**src/rtl/alu_if.sv**
```systemverilog
// Operand/opcode bundle and registered result for the dual-mode execute-stage ALU.
// The master drives operands and controls; the slave (the ALU) drives result.
interface alu_if;
  logic [63:0] a;
  logic [63:0] b;
  logic        mode;
  logic [2:0]  ALUOpA;
  logic [2:0]  ALUOpB;
  logic [5:0]  ALUCtrl;
  logic [63:0] result;

  modport master (
    output a, b, mode, ALUOpA, ALUOpB, ALUCtrl,
    input  result
  );

  modport slave (
    input  a, b, mode, ALUOpA, ALUOpB, ALUCtrl,
    output result
  );
endinterface

```
**src/rtl/alu.sv**
```systemverilog
// Dual-mode ALU: one 64-bit op (mode=1) or two independent 32-bit lane ops (mode=0).
// Result is captured on every rising clk edge; rst_n clears it asynchronously.
module alu (
  input  logic clk,
  input  logic rst_n,
  alu_if.slave bus
);

  localparam logic [2:0] OP_ADD = 3'b000;
  localparam logic [2:0] OP_AND = 3'b001;
  localparam logic [2:0] OP_OR  = 3'b010;
  localparam logic [2:0] OP_XOR = 3'b011;
  localparam logic [2:0] OP_SHF = 3'b100;

  // The signed copy keeps >>> arithmetic; mixing it into a ternary with
  // unsigned operands would silently turn it into a logical shift.
  function automatic logic [31:0] lane_op(
    input logic [2:0]  op,
    input logic [31:0] x,
    input logic [31:0] y,
    input logic        sub_arith,
    input logic        dir_right
  );
    logic signed [31:0] sx;
    logic        [31:0] sra;
    logic        [31:0] r;
    sx  = x;
    sra = sx >>> y[4:0];
    r   = '0;
    case (op)
      OP_ADD: r = sub_arith ? (x - y) : (x + y);
      OP_AND: r = x & y;
      OP_OR:  r = x | y;
      OP_XOR: r = x ^ y;
      OP_SHF: begin
        if (!dir_right)     r = x << y[4:0];
        else if (sub_arith) r = sra;
        else                r = x >> y[4:0];
      end
      default: r = '0;
    endcase
    return r;
  endfunction

  function automatic logic [63:0] word_op(
    input logic [2:0]  op,
    input logic [63:0] x,
    input logic [63:0] y,
    input logic        sub_arith,
    input logic        dir_right
  );
    logic signed [63:0] sx;
    logic        [63:0] sra;
    logic        [63:0] r;
    sx  = x;
    sra = sx >>> y[5:0];
    r   = '0;
    case (op)
      OP_ADD: r = sub_arith ? (x - y) : (x + y);
      OP_AND: r = x & y;
      OP_OR:  r = x | y;
      OP_XOR: r = x ^ y;
      OP_SHF: begin
        if (!dir_right)     r = x << y[5:0];
        else if (sub_arith) r = sra;
        else                r = x >> y[5:0];
      end
      default: r = '0;
    endcase
    return r;
  endfunction

  logic [63:0] result_d;
  logic [31:0] lo_res;
  logic [31:0] hi_res;

  // Each lane is computed in its own 32-bit function, so carries and shifted
  // bits cannot cross the lane boundary.
  always_comb begin
    lo_res   = lane_op(bus.ALUOpA, bus.a[31:0], bus.b[31:0],
                       bus.ALUCtrl[0], bus.ALUCtrl[1]);
    hi_res   = lane_op(bus.ALUOpB, bus.a[63:32], bus.b[63:32],
                       bus.ALUCtrl[2], bus.ALUCtrl[3]);
    result_d = {hi_res, lo_res};
    if (bus.mode) begin
      result_d = word_op(bus.ALUOpA, bus.a, bus.b,
                         bus.ALUCtrl[4], bus.ALUCtrl[5]);
    end
  end

  always_ff @(posedge clk or negedge rst_n) begin
    if (!rst_n) begin
      bus.result <= '0;
    end else begin
      bus.result <= result_d;
    end
  end

endmodule

```
**src/flat_wrapper.sv**
```systemverilog
// flat-port wrapper written by rule: the top's interface ports become plain ports
module alu_flat 
  (clk, rst_n, bus_a, bus_b, bus_mode, bus_ALUOpA, bus_ALUOpB, bus_ALUCtrl, bus_result);
  alu_if bus_i ();
  input  logic clk;
  input  logic rst_n;
  input wire logic [$bits(bus_i.a)-1:0] bus_a;
  input wire logic [$bits(bus_i.b)-1:0] bus_b;
  input wire logic [$bits(bus_i.mode)-1:0] bus_mode;
  input wire logic [$bits(bus_i.ALUOpA)-1:0] bus_ALUOpA;
  input wire logic [$bits(bus_i.ALUOpB)-1:0] bus_ALUOpB;
  input wire logic [$bits(bus_i.ALUCtrl)-1:0] bus_ALUCtrl;
  output wire logic [$bits(bus_i.result)-1:0] bus_result;
  assign bus_i.a = bus_a;
  assign bus_i.b = bus_b;
  assign bus_i.mode = bus_mode;
  assign bus_i.ALUOpA = bus_ALUOpA;
  assign bus_i.ALUOpB = bus_ALUOpB;
  assign bus_i.ALUCtrl = bus_ALUCtrl;
  assign bus_result = bus_i.result;
  alu u_core (.clk(clk), .rst_n(rst_n), .bus(bus_i));
endmodule
```
**config.mk**
```make
export PLATFORM = sky130hd
export DESIGN_NAME = alu_flat
export DESIGN_NICKNAME = d
export VERILOG_FILES = /design/src/rtl/alu_if.sv /design/src/rtl/alu.sv /design/src/flat_wrapper.sv
export SDC_FILE = /design/constraint.sdc
export NUM_CORES = 2
export LEC_CHECK = 0
export ABC_AREA = 1
export BUFFER_PORTS_ARGS = -buffer_cell sky130_fd_sc_hd__buf_2
export CAP_MARGIN = 20
export CORE_MARGIN = 5
export CORE_UTILIZATION = 65
export DETAILED_ROUTE_END_ITERATION = 10
export MAX_ROUTING_LAYER = met4
export PLACE_DENSITY = 0.86
export SYNTH_ARGS = -nofsm -noshare
export SYNTH_HDL_FRONTEND = slang
export SYNTH_SLANG_ARGS = --single-unit
export TNS_END_PERCENT = 10
```
**constraint.sdc**
```tcl
create_clock -name clk -period 0.8 [get_ports clk]
set_input_delay 0.12 -clock clk [delete_from_list [all_inputs] [get_ports clk]]
set_output_delay 0.12 -clock clk [all_outputs]
set_load 0.01 [all_outputs]
```
==> metrics.yaml, run 1 <==
outcome:
  run_status: "did not finish"
  last-stage-reached: "5_1_grt"
  firstError: "[ERROR GRT-0116] Global routing finished with congestion. Check the congestion regions in the DRC Viewer."
global_routing:
  pin_count_of_the_biggest_net_entering_global_routing: 96
  grt_first_pass_wirelength_mm: 490
  globalRouteTotalUtil_pct: 121
  via_count_of_the_first_global_routing_pass: 78700
  globalRoute.totalOverflow: 9290
synth:
  ys_types: 66
  seq_area_frac_synth_pct: 5.05
  syn_area_sq_um: 31700
  count_of_flip_flops_with_a_built_in_enable_after_synthesis: 0
  netlist_instances: 6212
  syn-mean-instance-area_sq_um: 5.10
  synth.ff_latch_count: 64
  synthesis.yosys.warnings: 0
  post_synthesis_net_count: 6614
  dominantRegCellSynth: "sky130_fd_sc_hd__dfrtp_1"
  async_reset_ff_share_pct: 100
clock_network:
  tritoncts.num_buffers: 9
  cts.path.max_buffers: 2
  clock-sinks: 64
  clock-root-buffer: "sky130_fd_sc_hd__clkbuf_16"
  cts-htree-levels: 3
die:
  number_of_top_level_pins: 207
  std_cell_rows: 81
  fp.dieW_um: 231
  initial_utilization_pct: 65.3
  chipHeight_um: 231
placement:
  detailedPlace.worstSlack_ns: -3.58
  postPlaceCellArea_sq_um: 42700
  final_hpwl_dp_mm: 169
  post-place-cells: 8034
  place.gp.congestion: 1.46
  io_buffer_count: 206
## cell usage after synthesis (64+ instances only)
cell	instances	area [sq um]
sky130_fd_sc_hd__buf_1	67	251
sky130_fd_sc_hd__dfrtp_1	64	1600
sky130_fd_sc_hd__nand4_1	78	488
sky130_fd_sc_hd__clkbuf_1	142	533
sky130_fd_sc_hd__nand2_1	2167	8130
sky130_fd_sc_hd__ha_1	256	3200
sky130_fd_sc_hd__inv_1	543	2040
sky130_fd_sc_hd__nor2_1	485	1820
sky130_fd_sc_hd__a21oi_1	437	2190
sky130_fd_sc_hd__o21ai_0	422	2110
sky130_fd_sc_hd__xor2_1	83	727
sky130_fd_sc_hd__o21ai_1	73	365
sky130_fd_sc_hd__o211ai_1	74	556
sky130_fd_sc_hd__nand3_1	815	4080
sky130_fd_sc_hd__buf_2	78	390
## metrics by stage
step	TNS, ns	hold WS, ns	util (%)
after floorplan	-146.53	-0.176	-
after global placement	-181.11	0.00655	88.0
after detailed placement	-199.64	0.0167	88.0
after CTS	-167.39	0.163	94.6
## kinds of logic after synthesis
group | after synthesis | synth area share, %
AO/OA/AOI/OAI | 1233 | 22.0
flip-flops | 64 | 5.05
buffers and inverters | 874 | 11.1
adder cells (fa/ha/maj) | 259 | 10.3
multiplexers | 19 | 0.639
XOR/XNOR | 85 | 2.35
AND/OR/NAND/NOR | 3678 | 48.6
## routing by layer
layer	overflow	GRT usage (%)
met1	1382	107
met2	5656	151
met3	1169	108
met4	1083	117
met5	-	-
## timing repair
item,in CTS
hold buffers,1
pin swaps,194
hold endpoints to repair,64
endpoints found under the setup margin,128
gates resized for setup,695
setup buffers,73
==> inputs of run 2 (changes only) <==
--- a/config.mk
+++ b/config.mk
@@ -9,10 +9,9 @@
 export BUFFER_PORTS_ARGS = -buffer_cell sky130_fd_sc_hd__buf_2
 export CAP_MARGIN = 20
 export CORE_MARGIN = 5
-export CORE_UTILIZATION = 65
+export CORE_UTILIZATION = 40
 export DETAILED_ROUTE_END_ITERATION = 10
-export MAX_ROUTING_LAYER = met4
-export PLACE_DENSITY = 0.86
+export PLACE_DENSITY_LB_ADDON = 0.15
 export SYNTH_ARGS = -nofsm -noshare
 export SYNTH_HDL_FRONTEND = slang
 export SYNTH_SLANG_ARGS = --single-unit
==> run 2 against run 1 <==
Net effect: the flow now finishes, with violations (setup timing); area after synthesis unchanged; synthesized cell count unchanged.
==> metrics.yaml, run 2 <==
clock_network:
  cts.path.max_buffers: 2
  cts-htree-levels: 3
  tritoncts.num_buffers: 9
  tritoncts: "done"
  clock-sinks: 64
  clock-root-buffer: "sky130_fd_sc_hd__clkbuf_16"
  clock_pin_slew_worst_setup_and_hold_paths_ns: 0.06
pwr:
  vdd.ir_drop.worst_mv: 1.06
  power.density_cell_area_nw_per_um2: 972
  power_leakage_nw: 25.6
outcome:
  failed_checks: "setup timing"
  run_status: "finished, violations left"
synth:
  syn_area_sq_um: 31700
  synth_area_leader_cell: "sky130_fd_sc_hd__nand2_1"
  synthesis.yosys.warnings: 0
  netlist_instances: 6212
  syn-mean-instance-area_sq_um: 5.10
  post_synthesis_net_count: 6614
  count_of_flip_flops_with_a_built_in_enable_after_synthesis: 0
  ys_top_cells_by_area: "sky130_fd_sc_hd__nand2_1 26%, sky130_fd_sc_hd__nand3_1 13%, sky130_fd_sc_hd__ha_1 10%"
  synth.top_cell.area_share_pct: 25.7
  synth_commonest_cells: "2,167 x sky130_fd_sc_hd__nand2_1, 815 x sky130_fd_sc_hd__nand3_1, 543 x sky130_fd_sc_hd__inv_1, 485 x sky130_fd_sc_hd__nor2_1, 437 x sky130_fd_sc_hd__a21oi_1"
  ys_types: 66
  post-synth-top-count-cell: "sky130_fd_sc_hd__nand2_1"
  dominantRegCellSynth: "sky130_fd_sc_hd__dfrtp_1"
  synth.ff_latch_count: 64
  async_reset_ff_share_pct: 100
  seq_area_frac_synth_pct: 5.05
sta:
  finalWorstSetupSlack_ns: -2.56
  achievable-frequency_mhz: 297
  post-route-min-period_ns: 3.36
  grt_setup_unrepaired: "yes"
  timing_max_transition_violations_final: 0
  slew_headroom_pct: 32.7
  report.final.hold_viol_count: 0
  totalNegativeSetupSlack_ns: -162.43
  final_period_util_pct: 420
  tightest_slew_ns: 1.01
  timing.final.setup_violations: 128
die:
  coreArea_sq_um: 78700
  design.die.area_sq_um: 85000
  std_cell_rows: 103
  fp.dieW_um: 292
  number_of_top_level_pins: 207
  chipHeight_um: 292
  initial_utilization_pct: 40.3
hold_path:
  hold_path.class: "input pin to asynchronous set/reset pin"
critical_path:
  critPathMaxFanout: 4
  required_ns: 1.07
  endpoint_kind: "register"
  max_stage_delay_ns: 0.42
  critPathLaunchType: "input pin"
  critPathMostFrequentCell: "sky130_fd_sc_hd__nand2_1"
  timing.setup.critical_path_class: "input pin to register"
  critical_path.slowest_cell: "sky130_fd_sc_hd__ha_2"
  critPathArrivalTime_ns: 3.63
placement:
  io_buffer_count: 206
  final_hpwl_dp_mm: 187
  detailedPlace.worstSlack_ns: -3.42
  place.gp.congestion: 1.17
layout:
  top_regs: "u_core.bus.result (64)"
  layout_common_cells: "2,055 x sky130_fd_sc_hd__nand2_1, 1,490 x sky130_fd_sc_hd__buf_4, 755 x sky130_fd_sc_hd__nand3_1"
  fillers: 7845
  area_growth_syn_to_layout_pct: 55.6
  fin_nets: 8121
  largest_register_ffs: 64
  top_register: "u_core.bus.result"
  layout.cells.most_common: "sky130_fd_sc_hd__nand2_1"
  fraction_of_layout_instances_using_a_drive_strength_above_1_pct: 32.5
detailed_routing:
  totalWireLength_mm: 228
  route.detailed.drc: 0
  per_cell_via_count_in_the_routed_design: 6.14
  wire_per_inst_um: 25.9
  detail-route-antenna-nets: 0
  routed_via_count: 54000
  drt_pre_antenna_iters: 11
  drtIter0Drc: 8844
global_routing:
  grt_first_pass_wirelength_mm: 319
  pin_count_of_the_biggest_net_entering_global_routing: 102
  via_count_of_the_first_global_routing_pass: 48300
  globalRoute.totalOverflow: 0
  grt_antenna_before_repair: 22
  globalRouteTotalUtil_pct: 49.6
flow_run:
  timing.max_cap.violations: 0
==> run 2: cell counts after synthesis <==
No cell type changed its count.
==> run 2: worst max-delay path: cells and delay by family <==
kind / cells / cell delay [ns]
AOI/OAI and AO/OA: 3 / 0.50
xor gates and xnor gates: 1 / 0.10
adders and majority gates: 1 / 0.42
buffers and inverters: 9 / 1.00
and+or+nand+nor: 15 / 1.45
==> run 2: per-stage QoR <==
step / util (%) / area, sq um / power, mW / hold slack [ns] / cells
after floorplan: - / 31800 / 20.0 / -0.176 / 6212
after global placement: 57.5 / 45300 / 37.9 / 0.0324 / 8708
after detailed placement: 57.5 / 45300 / 38.2 / 0.0323 / 8708
after CTS: 60.1 / 47300 / 43.9 / 0.177 / 8746
after global routing: 62.6 / 49300 / 49.8 / 0.220 / 8776
final: 62.7 / 49300 / 48.0 / 0.251 / 8790
==> run 2: layout make-up <==
class	count	area (sq um)	share of cell area [%]
Antenna cell	17	42.5	0.0862
Clock buffer	11	243	0.492
Clock inverter	4	30.0	0.0609
Inverter	565	2170	4.39
Multi-Input combinational cell	5274	29500	59.7
Sequential cell	64	1620	3.29
Tap cell	1050	1310	2.66
Timing Repair Buffer	1805	14400	29.3
==> run 2: power breakdown <==
group	internal (mW)	switching (mW)	leakage, nW
Clock	2.18	1.85	0.132
Combinational	15.7	24.1	24.7
Sequential	3.68	0.420	0.795
==> run 2: cell families (layout without fill, tap and decap cells) <==
kind of cell	after synthesis	count (layout)	synth area share (%)
buffers and inverters	874	2385	11.1
xor gates and xnor gates	85	85	2.35
AOI/OAI and AO/OA	1233	1233	22.0
muxes	19	19	0.639
DFF	64	64	5.05
adders and majority gates	259	259	10.3
other	0	17	0
and+or+nand+nor	3678	3678	48.6
==> run 2: layer usage <==
layer | vias up | global-route usage [%] | routed length, um
li1 | 23800 | - | -
met1 | 24700 | 64.8 | 84700
met2 | 4436 | 67.8 | 85900
met3 | 1080 | 23.6 | 40900
met4 | 28 | 24.5 | 16200
met5 | - | 1.16 | 323
==> run 2: worst paths after layout <==
| path | slack, ns | endpoint | startpoint |
|---|---|---|---|
| max in group asynchronous | 0.06 | u_core.bus.result[27]$_DFF_PN0_ | rst_n |
| worst max-delay path | -2.56 | u_core.bus.result[35]$_DFF_PN0_ | bus_b[11] |
| min in group clk | 0.28 | u_core.bus.result[3]$_DFF_PN0_ | bus_mode |
| worst min-delay path | 0.25 | u_core.bus.result[48]$_DFF_PN0_ | rst_n |
==> run 2: repair_timing <==
| action | in CTS | in global routing |
|---|---|---|
| endpoints found under the setup margin | 128 | 128 |
| buffers inserted | 23 | 30 |
| gates resized for setup | 463 | 496 |
| gates cloned | 0 | 0 |
| pin swaps | 108 | 181 |
| hold endpoints to repair | 64 | 0 |
| hold buffers | 1 | 0 |
Note: power is estimated with default switching activity, not from simulation.
